`config.mk`:
```
export PLATFORM = sky130hd
export DESIGN_NAME = spi_sram_target
export DESIGN_NICKNAME = d
export VERILOG_FILES = /design/src/rtl/spi_sram_pkg.sv /design/src/rtl/spi_sram_target_edge_sync.sv /design/src/rtl/spi_sram_target.sv
export SDC_FILE = /design/constraint.sdc
export NUM_CORES = 1
export LEC_CHECK = 0
export ABC_CLOCK_PERIOD_IN_PS = 5500
export CAP_MARGIN = 30
export CORE_MARGIN = 1.5
export CORE_UTILIZATION = 60
export CTS_CLUSTER_SIZE = 40
export DETAILED_ROUTE_END_ITERATION = 10
export PLACE_DENSITY = 0.95
export RECOVER_POWER = 100
export SLEW_MARGIN = 20
export SYNTH_ARGS = -nofsm -noshare
export SYNTH_HDL_FRONTEND = slang
export SYNTH_SLANG_ARGS = --single-unit
```
`constraint.sdc`:
```
create_clock -name clk_i -period 5.5 [get_ports clk_i]
set_input_delay 1.65 -clock clk_i [delete_from_list [all_inputs] [get_ports clk_i]]
set_output_delay 1.65 -clock clk_i [all_outputs]
set_load 0.01 [all_outputs]
```
`src/rtl/spi_sram_pkg.sv`:
```
// Shared constants, state encoding and write-packing helpers for the SPI SRAM link.
package spi_sram_pkg;

  localparam logic [7:0] SPI_WRITE_CMD = 8'h02;
  localparam logic [7:0] SPI_READ_CMD  = 8'h03;

  typedef enum logic [2:0] {
    ST_IDLE,
    ST_CMD,
    ST_ADDR,
    ST_RFETCH,
    ST_RDATA,
    ST_WDATA,
    ST_COMMIT,
    ST_IGNORE
  } tgt_state_e;

  // Byte enables for n complete bytes, filled from the top byte downwards.
  function automatic logic [3:0] wstrb_of(input logic [2:0] nbytes);
    logic [3:0] s;
    case (nbytes)
      3'd1:    s = 4'b1000;
      3'd2:    s = 4'b1100;
      3'd3:    s = 4'b1110;
      3'd4:    s = 4'b1111;
      default: s = 4'b0000;
    endcase
    return s;
  endfunction

  // Move the nbits most recently shifted bits to the top of the word and keep
  // only the complete bytes; a trailing partial byte falls below the mask.
  function automatic logic [31:0] walign(input logic [31:0] sr, input logic [5:0] nbits);
    logic [5:0]  sh;
    logic [31:0] mask;
    sh   = 6'd32 - nbits;
    mask = ~(32'hFFFF_FFFF >> {nbits[5:3], 3'b000});
    return (sr << sh) & mask;
  endfunction

endpackage

```
`src/rtl/spi_sram_target_edge_sync.sv`:
```
// One SPI input: synchronizer chain plus optional rise/fall detect against one extra flop.
module spi_edge_sync #(
  parameter int STAGES  = 2,
  parameter bit EDGE_EN = 1'b1
) (
  input  logic clk_i,
  input  logic reset_i,
  input  logic d_i,
  output logic sync_o,
  output logic rise_o,
  output logic fall_o
);

  logic [STAGES-1:0] chain_q;

  // Shift the raw pin through the synchronizer chain.
  always_ff @(posedge clk_i) begin
    if (reset_i) chain_q <= '0;
    else         chain_q <= STAGES'({chain_q, d_i});
  end

  assign sync_o = chain_q[STAGES-1];

  if (EDGE_EN) begin : g_edge
    logic prev_q;
    // Remember last synchronized level so edges show up as one-cycle pulses.
    always_ff @(posedge clk_i) begin
      if (reset_i) prev_q <= 1'b0;
      else         prev_q <= sync_o;
    end
    assign rise_o = sync_o & ~prev_q;
    assign fall_o = ~sync_o & prev_q;
  end else begin : g_no_edge
    assign rise_o = 1'b0;
    assign fall_o = 1'b0;
  end

endmodule

```
`src/rtl/spi_sram_target.sv`:
```
// SPI mode-0 target emulating a serial SRAM (0x02 write / 0x03 read) onto a word-memory port.
module spi_sram_target
  import spi_sram_pkg::*;
#(
  parameter int ADDR_W      = 24,
  parameter int SYNC_STAGES = 2
) (
  input  logic              clk_i,
  input  logic              reset_i,
  input  logic              sclk_i,
  input  logic              ce_i,
  input  logic              si_i,
  output logic              so_o,
  output logic              so_oe_o,
  output logic              mem_req_o,
  output logic              mem_we_o,
  output logic [ADDR_W-1:0] mem_addr_o,
  output logic [31:0]       mem_wdata_o,
  output logic [3:0]        mem_wstrb_o,
  input  logic [31:0]       mem_rdata_i,
  input  logic              mem_ack_i,
  output logic              cmd_err_o
);

  logic sclk_rise, sclk_fall, sclk_lvl_unused;
  logic ce_rise, ce_fall, ce_lvl_unused;
  logic si_s, si_rise_unused, si_fall_unused;

  spi_edge_sync #(.STAGES(SYNC_STAGES), .EDGE_EN(1'b1)) u_sync_sclk (
    .clk_i(clk_i), .reset_i(reset_i), .d_i(sclk_i),
    .sync_o(sclk_lvl_unused), .rise_o(sclk_rise), .fall_o(sclk_fall));

  spi_edge_sync #(.STAGES(SYNC_STAGES), .EDGE_EN(1'b1)) u_sync_ce (
    .clk_i(clk_i), .reset_i(reset_i), .d_i(ce_i),
    .sync_o(ce_lvl_unused), .rise_o(ce_rise), .fall_o(ce_fall));

  spi_edge_sync #(.STAGES(SYNC_STAGES), .EDGE_EN(1'b0)) u_sync_si (
    .clk_i(clk_i), .reset_i(reset_i), .d_i(si_i),
    .sync_o(si_s), .rise_o(si_rise_unused), .fall_o(si_fall_unused));

  tgt_state_e        state_q, state_d;
  logic [5:0]        cnt_q, cnt_d;
  logic [31:0]       sr_q, sr_d;
  logic              is_wr_q, is_wr_d;
  logic [31:0]       rd_q, rd_d;
  logic              so_q, so_d;
  logic              oe_q, oe_d;
  logic [ADDR_W-1:0] addr_q, addr_d;
  logic [31:0]       wdata_q, wdata_d;
  logic [3:0]        wstrb_q, wstrb_d;
  logic              cmd_err_q, cmd_err_d;
  logic              mem_req, mem_we;

  logic [7:0] cmd_w;
  logic       last_cmd, last_addr, shift_en;

  // Command byte as it stands once the current sampled bit is included.
  assign cmd_w     = {sr_q[6:0], si_s};
  assign last_cmd  = sclk_rise && (cnt_q == 6'd7);
  assign last_addr = sclk_rise && (cnt_q == 6'(ADDR_W - 1));

  // State register.
  always_ff @(posedge clk_i) begin
    if (reset_i) state_q <= ST_IDLE;
    else         state_q <= state_d;
  end

  // Next-state decode; a ce fall ends any transaction except a pending commit.
  always_comb begin
    state_d = state_q;
    case (state_q)
      ST_IDLE:   if (ce_rise) state_d = ST_CMD;
      ST_CMD:    if (last_cmd)
                   state_d = (cmd_w == SPI_WRITE_CMD || cmd_w == SPI_READ_CMD) ? ST_ADDR : ST_IGNORE;
      ST_ADDR:   if (last_addr) state_d = is_wr_q ? ST_WDATA : ST_RFETCH;
      ST_RFETCH: if (mem_ack_i) state_d = ST_RDATA;
      ST_COMMIT: if (mem_ack_i) state_d = ST_IDLE;
      default:   ;
    endcase
    if (ce_fall && state_q != ST_IDLE && state_q != ST_COMMIT)
      state_d = (state_q == ST_WDATA && cnt_q >= 6'd8) ? ST_COMMIT : ST_IDLE;
  end

  // Memory handshake and error pulse decoded from the current state.
  always_comb begin
    mem_req   = 1'b0;
    mem_we    = 1'b0;
    cmd_err_d = 1'b0;
    case (state_q)
      ST_CMD:    if (state_d == ST_IGNORE) cmd_err_d = 1'b1;
      ST_RFETCH: begin
        mem_req = 1'b1;
        // Read word not back before the first output bit is due.
        if (sclk_fall && !mem_ack_i && !ce_fall) cmd_err_d = 1'b1;
      end
      ST_COMMIT: begin
        mem_req = 1'b1;
        mem_we  = 1'b1;
      end
      default: ;
    endcase
  end

  // Datapath next values: serial shift-in, address/write capture, read shift-out.
  always_comb begin
    cnt_d   = cnt_q;
    sr_d    = sr_q;
    is_wr_d = is_wr_q;
    rd_d    = rd_q;
    so_d    = so_q;
    oe_d    = oe_q;
    addr_d  = addr_q;
    wdata_d = wdata_q;
    wstrb_d = wstrb_q;

    shift_en = sclk_rise && (state_q == ST_CMD || state_q == ST_ADDR ||
                             (state_q == ST_WDATA && cnt_q != 6'd32));
    if (shift_en) begin
      sr_d  = {sr_q[30:0], si_s};
      cnt_d = cnt_q + 6'd1;
    end
    // Each phase counts its own bits from zero.
    if (state_d != state_q) cnt_d = '0;

    if (state_q == ST_CMD && state_d == ST_ADDR)
      is_wr_d = (cmd_w == SPI_WRITE_CMD);
    if (state_q == ST_ADDR && (state_d == ST_WDATA || state_d == ST_RFETCH))
      addr_d = {sr_q[ADDR_W-2:0], si_s};
    if (state_q == ST_WDATA && state_d == ST_COMMIT) begin
      wdata_d = walign(sr_q, cnt_q);
      wstrb_d = wstrb_of(cnt_q[5:3]);
    end

    if (state_q == ST_RFETCH && mem_ack_i) begin
      rd_d = mem_rdata_i;
      // Ack landing on the deadline edge still makes it in time.
      if (sclk_fall) begin
        so_d = mem_rdata_i[31];
        rd_d = {mem_rdata_i[30:0], 1'b0};
        oe_d = 1'b1;
      end
    end else if (state_q == ST_RFETCH && sclk_fall) begin
      so_d = 1'b0;
      oe_d = 1'b1;
    end
    if (state_q == ST_RDATA && sclk_fall) begin
      so_d = rd_q[31];
      rd_d = {rd_q[30:0], 1'b0};
      oe_d = 1'b1;
    end

    if (ce_fall || state_q == ST_IDLE) begin
      so_d = 1'b0;
      oe_d = 1'b0;
    end
  end

  // Datapath registers.
  always_ff @(posedge clk_i) begin
    if (reset_i) begin
      cnt_q     <= '0;
      sr_q      <= '0;
      is_wr_q   <= 1'b0;
      rd_q      <= '0;
      so_q      <= 1'b0;
      oe_q      <= 1'b0;
      addr_q    <= '0;
      wdata_q   <= '0;
      wstrb_q   <= '0;
      cmd_err_q <= 1'b0;
    end else begin
      cnt_q     <= cnt_d;
      sr_q      <= sr_d;
      is_wr_q   <= is_wr_d;
      rd_q      <= rd_d;
      so_q      <= so_d;
      oe_q      <= oe_d;
      addr_q    <= addr_d;
      wdata_q   <= wdata_d;
      wstrb_q   <= wstrb_d;
      cmd_err_q <= cmd_err_d;
    end
  end

  assign so_o        = so_q & oe_q;
  assign so_oe_o     = oe_q;
  assign mem_req_o   = mem_req;
  assign mem_we_o    = mem_we;
  assign mem_addr_o  = addr_q;
  assign mem_wdata_o = wdata_q;
  assign mem_wstrb_o = wstrb_q;
  assign cmd_err_o   = cmd_err_q;

endmodule

```
## Word level (Yosys, flattened, before mapping)

Index checks and enable logic that the tools add are counted.

| operators by class | value |
|---|---|
| $add $sub $neg | 2 |
| magnitude comparators | 1 |
| eq/ne operators | 23 |
| shifts and indexed selects | 2 |
| muxes and demuxes | 27 |
| bitwise logic cells | 11 |
| reductions and logical operators | 31 |

Operators by type and width:

| kind | count |
|---|---|
| $mux W32 | 3 |
| $and A32 B32 Y32 | 1 |
| $not A32 Y32 | 1 |
| $shl A32 B6 Y32 | 1 |
| $shr A32 B6 Y32 const A | 1 |
| $mux W3 | 9 |
| $eq A3 B3 Y1 const B | 7 |
| $eq A3 B2 Y1 const B | 6 |
| $eq A8 B2 Y1 const B | 2 |
| $pmux W4 S4 | 1 |
| $logic_and A1 B1 Y1 | 15 |
| $pmux W3 S5 | 1 |
| $mux W1 | 12 |
| $reduce_or A2 Y1 | 4 |
| $add A6 B1 Y6 const B | 1 |
| $eq A3 B1 Y1 const B | 2 |
| $eq A6 B3 Y1 const B | 1 |
| $eq A6 B5 Y1 const B | 1 |
| $ge A6 B4 Y1 const B | 1 |
| $ne A6 B6 Y1 const B | 1 |
| $reduce_bool A3 Y1 | 2 |
| $sub A6 B6 Y6 const A | 1 |
| $and A1 B1 Y1 | 5 |
| $logic_or A1 B1 Y1 | 5 |
| 9 further kinds | 13 |

| storage, ports and cells | value |
|---|---|
| register bits after elaboration | 145 |
| bits of input ports | 38 |
| output and inout port bits | 65 |
| word-level logic and storage cells | 114 |

## Logic depth before layout (Yosys ltp)

Gate-level depths: netlist of the first run.

| depth | value |
|---|---|
| depth after elaboration | 9 |
| depth in mapped cells | 13 |
| gate-level depth less buffers | 8 |

## Modules after synthesis

Synthesis of the first run repeated with hierarchy kept, for this count alone.

| unflattened totals | value |
|---|---|
| cell total of the unflattened synthesis | 834 |
| area total of the unflattened synthesis | 7,736.2 µm² |

By module, submodules not included:

| module | instances | cells an instance | area an instance (µm²) | seq. area each (µm²) |
|---|---|---|---|---|
| spi_sram_target | 1 | 811 | 7,482.2 | 2,742.6 |
| spi_edge_sync (u_sync_ce ...) | 2 | 8 | 91.3 | 60.1 |
| spi_edge_sync (u_sync_si) | 1 | 7 | 71.3 | 40.0 |

## Worst setup path after synthesis of the first run

No wires, ideal clock.

| path | value |
|---|---|
| path type | input to register |
| start | input port reset_i |
| end | register state_q[1] |
| library setup time | 0.132 ns |
| arrival time | 2.888 ns |
| required time | 5.368 ns |
| slack | 2.480 ns |
| stages | 5 |
| path buffers | 4 |
| path through | clkbuf_1 > clkbuf_1 > clkbuf_1 > clkbuf_1 > nor2_1 |

RTL lines:

| item | line | RTL |
|---|---|---|
| start, declared | spi_sram_target.sv:9 | `input logic reset_i,` |
| end signal, assigned | spi_sram_target.sv:65 | `else state_q <= state_d;` |
| end, declared | spi_sram_target.sv:41 | `tgt_state_e state_q, state_d;` |

No word-level cell between the ends.

## Worst setup path after layout of the first run

| path | value |
|---|---|
| start | input port reset_i |
| end | register cnt_q[2] |

| between the ends | value |
|---|---|
| longest elaborated chain between the ends | 1 |

Ends and longest elaborated chain:

| item | line | RTL |
|---|---|---|
| $reduce_or A2 Y1 (no line) | - |  |
| end signal, assigned | spi_sram_target.sv:172 | `cnt_q <= cnt_d;` |
| end, declared | spi_sram_target.sv:42 | `logic [5:0] cnt_q, cnt_d;` |

Every way passes these cells.
A chain may end at the register's enable or synchronous reset.

==> run_results.csv, run 1 <==
group,metric,value,unit
global_route,first_global_vias,6658,
worst_setup_path,crit_arrival,4.75,ns
synthesis,syn-num-nets,963,
finish,final_nets,1031,
timing,max_freq,224,MHz
synthesis,synth_fa_ha_area_frac,0.00325,
synthesis,synth_xor_area_frac,0.0179,
finish,register_area,0.00290,mm²
floorplan,start_util,0.612,
synthesis,synth-main-ff-cell,"dfxtp_1",
power_and_ir_drop,powerDensity,246,mW/mm²
floorplan,core.rowCount,41,
floorplan,die_h,116,µm
synthesis,synth_cell_type_count,68,
detailed_routing,drtIter0Drc,917,
synthesis,synth_compound_area_frac,0.193,
clocking,clockBufferDepth,2,
global_route,grt_use_met3,0.0799,
detailed_routing,wl,20800,µm
clocking,postCtsSetupBuffers,0,
synthesis,synth.yosys.seq_area_share,0.377,
clocking,tritoncts,"yes",
global_route,grt_util_met2,0.486,
detailed_routing,avgViaCountPerCell,6.32,
clocking,worstSkewPairLatency,0.43,ns
status,status,"finished, violations left",
finish,fill_cells,823,
worst_setup_path,crit_fanout,66,
timing,finalCriticalPeriod,4.46,ns
finish,area_growth,21.9,%
finish,multi_input_area,0.00445,mm²
finish,antennaDiodeCount,0,
detailed_routing,drc,0,
global_route,grt_pass1_wl,33300,µm
global_route,grt_max_degree,67,
timing,worst_slew_pin_slew,2.36,ns
synthesis,syn_inst,923,
clocking,cts_hold_buf,0,
detailed_routing,wire_per_inst,17.7,µm
hold_path,worst_hold_path_type,"register to register",
floorplan,die_w,116,µm
synthesis,netlist_area,0.00770,mm²
timing,skew,0.00960,ns
worst_setup_path,end_kind,"register",
place,placement.io_buffers,102,
timing,setup_viol,0,
detailed_routing,drtPass1Iterations,6,
power_and_ir_drop,peakVddDrop,0.227,mV
floorplan,ios,103,
finish,layout-drive-gt1-share,0.0916,
synthesis,async_flop_share,0,
worst_setup_path,required,5.79,ns
clocking,cts_resized,0,
flow_run,drv_cap,1,
timing,period_share,0.811,
floorplan,core_area,0.0126,mm²
power_and_ir_drop,p_total,2.31,mW
worst_setup_path,cpMaxStageDelayCell,"clkbuf_1",
timing,fin_tns_setup,0,ns
place,gp_congestion,0.930,
floorplan,die_area,0.0135,mm²
power_and_ir_drop,leakagePower,3.45,nW
synthesis,synthMuxAreaShare,0.149,
global_route,grt_overflow,0,
worst_setup_path,critPathMostFrequentCell,"nor4_1",
global_route,gr-usage-met1,0.425,
worst_setup_path,crit_type,"primary input to register",
place,hpwl,13800,µm
synthesis,yosys.area_share.simple,0.210,
worst_setup_path,cp-start-kind,"primary input",
global_route,grt_use_total,0.315,
detailed_routing,ant_nets,0,
clocking,numCtsBuffers,17,
synthesis,synth_top_family_by_area,"simple AND/OR/NAND/NOR gates",
global_route,top_usage_layer,"met2",
worst_setup_path,reg2regPathDepth,9,
clocking,clockRootBuffer,"clkbuf_16",
clocking,cts_sinks,145,
clocking,cts.clk_slew.worst_paths,0.06,ns
timing,hold_viol,0,
status,violations,"capacitance limit, slew limit",
global_route,antenna_found_initial,0,
timing,grt_setup_unrepaired,"no",
synthesis,ys_ff_latch,145,
timing,relSlewSlack,-0.570,
synthesis,yosysWarnings,0,
synthesis,synth_edf_count,0,
worst_setup_path,cp_cell_sequence,"clkbuf_1 > buf_4 > nor4_1 > nor2_1 > nor4_1",
worst_setup_path,cp_slowest_stage_delay,1.63,ns
timing,slew_viol_final,54,
hold_path,holdPathStages,1,
detailed_routing,num_vias,7428,
clocking,cts_max_level,4,
synthesis,synth.avg_cell_area,8.34,µm²
[routing by layer]
| metal | share of wire | vias to the layer above | routed length (µm) |
|---|---|---|---|
| met5 | 0 | - | 0 |
| met4 | 0.026 | 0 | 535 |
| met3 | 0.085 | 68 | 1780 |
| met2 | 0.46 | 424 | 9600 |
| met1 | 0.43 | 3485 | 8890 |
| li1 | - | 3451 | - |
[power by group]
group	switching [mW]	internal, mW
Clock	0.453	0.703
Sequential	0.00395	1.05
Combinational	0.0568	0.0415
Total	0.514	1.80
[state kept, by name, summed over array words and instances (netlist names)]
name                       count
cmd_err_o                      1
cnt_q                          6
is_wr_q                        1
mem_addr_o                    24
mem_wdata_o                   32
mem_wstrb_o                    4
rd_q                          32
so_oe_o                        1
so_q                           1
sr_q                          32
state_q                        3
u_sync_ce.chain_q              2
u_sync_ce.g_edge.prev_q        1
u_sync_sclk.chain_q            2
u_sync_sclk.g_edge.prev_q      1
u_sync_si.chain_q              2
[Yosys cell counts, drive strengths merged, types with 15 or more instances]
cell type,count,area [µm²]
o21ai,28,140
nor3,17,95.1
clkbuf,43,161
nor2b,15,93.8
a21oi,92,460
mux2i,71,711
buf,28,170
mux4,16,360
dfxtp,145,2900
nand2,181,679
a221oi,33,289
nor2,88,330
nand3,17,85.1
[final timing paths]
check,startpoint,endpoint,slack (ns)
worst max-delay path,reset_i,cnt_q[2],1.04
worst max register to register,cnt_q[0],mem_wdata_o[20],1.87
worst min-delay path,u_sync_si.chain_q[0],u_sync_si.chain_q[1],0.44
worst min register to register,u_sync_si.chain_q[0],u_sync_si.chain_q[1],0.44
[cell families (layout without fill, tap and decap cells)]
kind of cell,Yosys count,in the layout
AOI/OAI and AO/OA,220,220
adders and majority gates,2,2
muxes,94,94
xor gates and xnor gates,14,14
and+or+nand+nor,364,364
DFF,145,145
buffers and inverters,84,165
[final cells by class]
| type | count | area share |
|---|---|---|
| Inverter | 13 | 0.00520 |
| Multi-Input combinational cell | 694 | 0.474 |
| Timing Repair Buffer | 120 | 0.125 |
| Sequential cell | 145 | 0.309 |
| Clock buffer | 20 | 0.0497 |
| Clock inverter | 12 | 0.0141 |
| Tap cell | 172 | 0.0229 |
[stage by stage]
step,instance area (µm²),hold WS [ns],setup WS (ns),utilization,instances
after floorplan,7700,0.414,2.48,-,923
after global placement,8720,0.417,1.84,0.694,1138
after detailed placement,8780,0.428,1.68,0.698,1142
after CTS,9380,0.443,1.61,0.746,1174
after global routing,9380,0.468,0.785,0.746,1176
final,9380,0.440,1.04,0.746,1176
[placed cells by master, fill, tap and decap left out, types with 7 or more instances in the layout]
cell type and count:
a22o_1 11, clkbuf_16 17, dfxtp_1 145, inv_1 12
nand2_1 181, a21oi_1 92, mux4_2 16, a221oi_1 33
mux2_2 7, nor4_1 9, nor3_1 14, nand3_1 17
dlygate4sd3_1 66, o21ai_0 28, nor2_1 88, mux2i_1 71
xnor2_1 10, buf_4 11, clkdlybuf4s50_1 35, a211oi_1 7
nor2b_1 14
[worst max-delay path, delay by kind of cell]
family / cells / cell delay [ns]
buffers and inverters: 2 / 2.41
and+or+nand+nor: 3 / 0.64
Power figures use the tool's default switching activity.
==> run 2, diff against run 1 <==
ABC_CLOCK_PERIOD_IN_PS = 3600   (was 5500)
CORE_UTILIZATION = 50   (was 60)
PLACE_DENSITY = 0.86   (was 0.95)
clock period = 3.6 ns   (was 5.5 ns; I/O delays follow)
==> run_results.csv, run 2 (synthesis gave the netlist of run 1 again) <==
group,metric,value,unit
clocking,clockBufferDepth,2,
floorplan,ios,103,
detailed_routing,dr_wl_met3,1440,µm
detailed_routing,wl_met1,9020,µm
detailed_routing,wl,20200,µm
clocking,numCtsBuffers,17,
floorplan,start_util,0.510,
detailed_routing,num_vias,7245,
clocking,cts.clk_slew.worst_paths,0.06,ns
place,hpwl,13800,µm
place,dpl-instance-area,0.00882,mm²
timing,period_share,0.910,
floorplan,core_area,0.0151,mm²
floorplan,die_area,0.0161,mm²
clocking,tritoncts,"yes",
clocking,cts_hold_buf,0,
clocking,cts_sinks,145,
timing,relSlewSlack,0.198,
clocking,cts_max_level,4,
clocking,worstSkewPairLatency,0.43,ns
finish,fill_cells,1228,
finish,final_common_cell,"nand2_1",
worst_setup_path,required,2.52,ns
detailed_routing,avgViaCountPerCell,6.06,
place,gp_congestion,0.975,
global_route,antenna_found_initial,0,
timing,finalCriticalPeriod,3.27,ns
worst_setup_path,end_kind,"primary output",
timing,grt_setup_unrepaired,"no",
detailed_routing,ant_nets,0,
detailed_routing,drtIter0Drc,644,
clocking,clockRootBuffer,"clkbuf_16",
global_route,grt_use_total,0.258,
detailed_routing,wl_met2,9160,µm
power_and_ir_drop,peakVddDrop,0.333,mV
detailed_routing,top_layer_used,"met4",
place,placement.io_buffers,102,
timing,slew_viol_final,0,
timing,fin_tns_setup,0,ns
timing,max_freq,305,MHz
clocking,postCtsSetupBuffers,0,
worst_setup_path,cp-start-kind,"register",
detailed_routing,drtPass1Iterations,5,
timing,skew,0.00867,ns
timing,hold_viol,0,
worst_setup_path,crit_type,"register to primary output",
detailed_routing,drc,0,
clocking,cts_resized,0,
global_route,grt_max_degree,63,
hold_path,worst_hold_path_type,"register to register",
worst_setup_path,crit_fanout,16,
finish,antennaDiodeCount,0,
finish,final_cell_mix,"nand2_1 (181), dfxtp_1 (145), a21oi_1 (92)",
worst_setup_path,crit_arrival,2.19,ns
finish,fin_util,0.623,
finish,layout-drive-gt1-share,0.0962,
flow_run,drv_cap,0,
global_route,grt_pass1_wl,33700,µm
floorplan,die_h,127,µm
finish,fin_area,0.00940,mm²
timing,worst_slew_pin_slew,1.20,ns
finish,area_growth,22.1,%
global_route,grt_overflow,0,
floorplan,die_w,127,µm
floorplan,core.rowCount,45,
power_and_ir_drop,powerDensity,384,mW/mm²
global_route,first_global_vias,6681,
timing,setup_viol,0,
power_and_ir_drop,leakagePower,3.47,nW
finish,final_nets,1036,
detailed_routing,wire_per_inst,16.9,µm
status,status,"complete, no violations",
power_and_ir_drop,p_total,3.61,mW
[run 2: path summary, 6_finish.rpt]
path                           from  slack, ns  cells past startpoint                endpoint
max reg2reg                cnt_q[0]       0.36                      9          mem_addr_o[16]
min reg2reg  u_sync_sclk.chain_q[0]       0.44                      1  u_sync_sclk.chain_q[1]
max                      state_q[2]       0.33                      3                mem_we_o
min          u_sync_sclk.chain_q[0]       0.44                      1  u_sync_sclk.chain_q[1]
[run 2: area by class of cell]
| type | instances | area (µm²) | area share |
|---|---|---|---|
| clock buffers | 18 | 439 | 0.0467 |
| clock inverters | 13 | 175 | 0.0186 |
| inverters | 13 | 48.8 | 0.00519 |
| multi-input cells | 694 | 4430 | 0.472 |
| flip-flops and latches | 145 | 2900 | 0.309 |
| well taps | 188 | 235 | 0.0250 |
| repair buffers | 125 | 1170 | 0.124 |
[run 2: per-layer routing]
layer  GRT usage  vias up
li1            -     3458
met1       0.350     3406
met2       0.398      321
met3      0.0574       60
met4       0.113        0
met5           0        -
[run 2: critical path, cell delays in order, from the launching register on]
cell	delay, ns
dfxtp_1	0.64
nand2b_1	0.23
nor2_1	0.26
dlygate4sd3_1	0.64
[run 2: stage by stage]
step                worst slack [ns]  cells  hold slack, ns
floorplan                      0.605    923           0.414
global placement               0.483   1165           0.415
detailed placement             0.377   1165           0.422
CTS                            0.369   1196           0.448
global route                   0.129   1196           0.460
finish                         0.326   1196           0.442
[run 2: power by group]
part	total [mW]	internal, mW	switching (mW)	leakage (nW)
clock network	1.85	1.12	0.730	0.305
registers	1.61	1.61	0.00559	1.17
logic	0.147	0.0631	0.0834	2.00
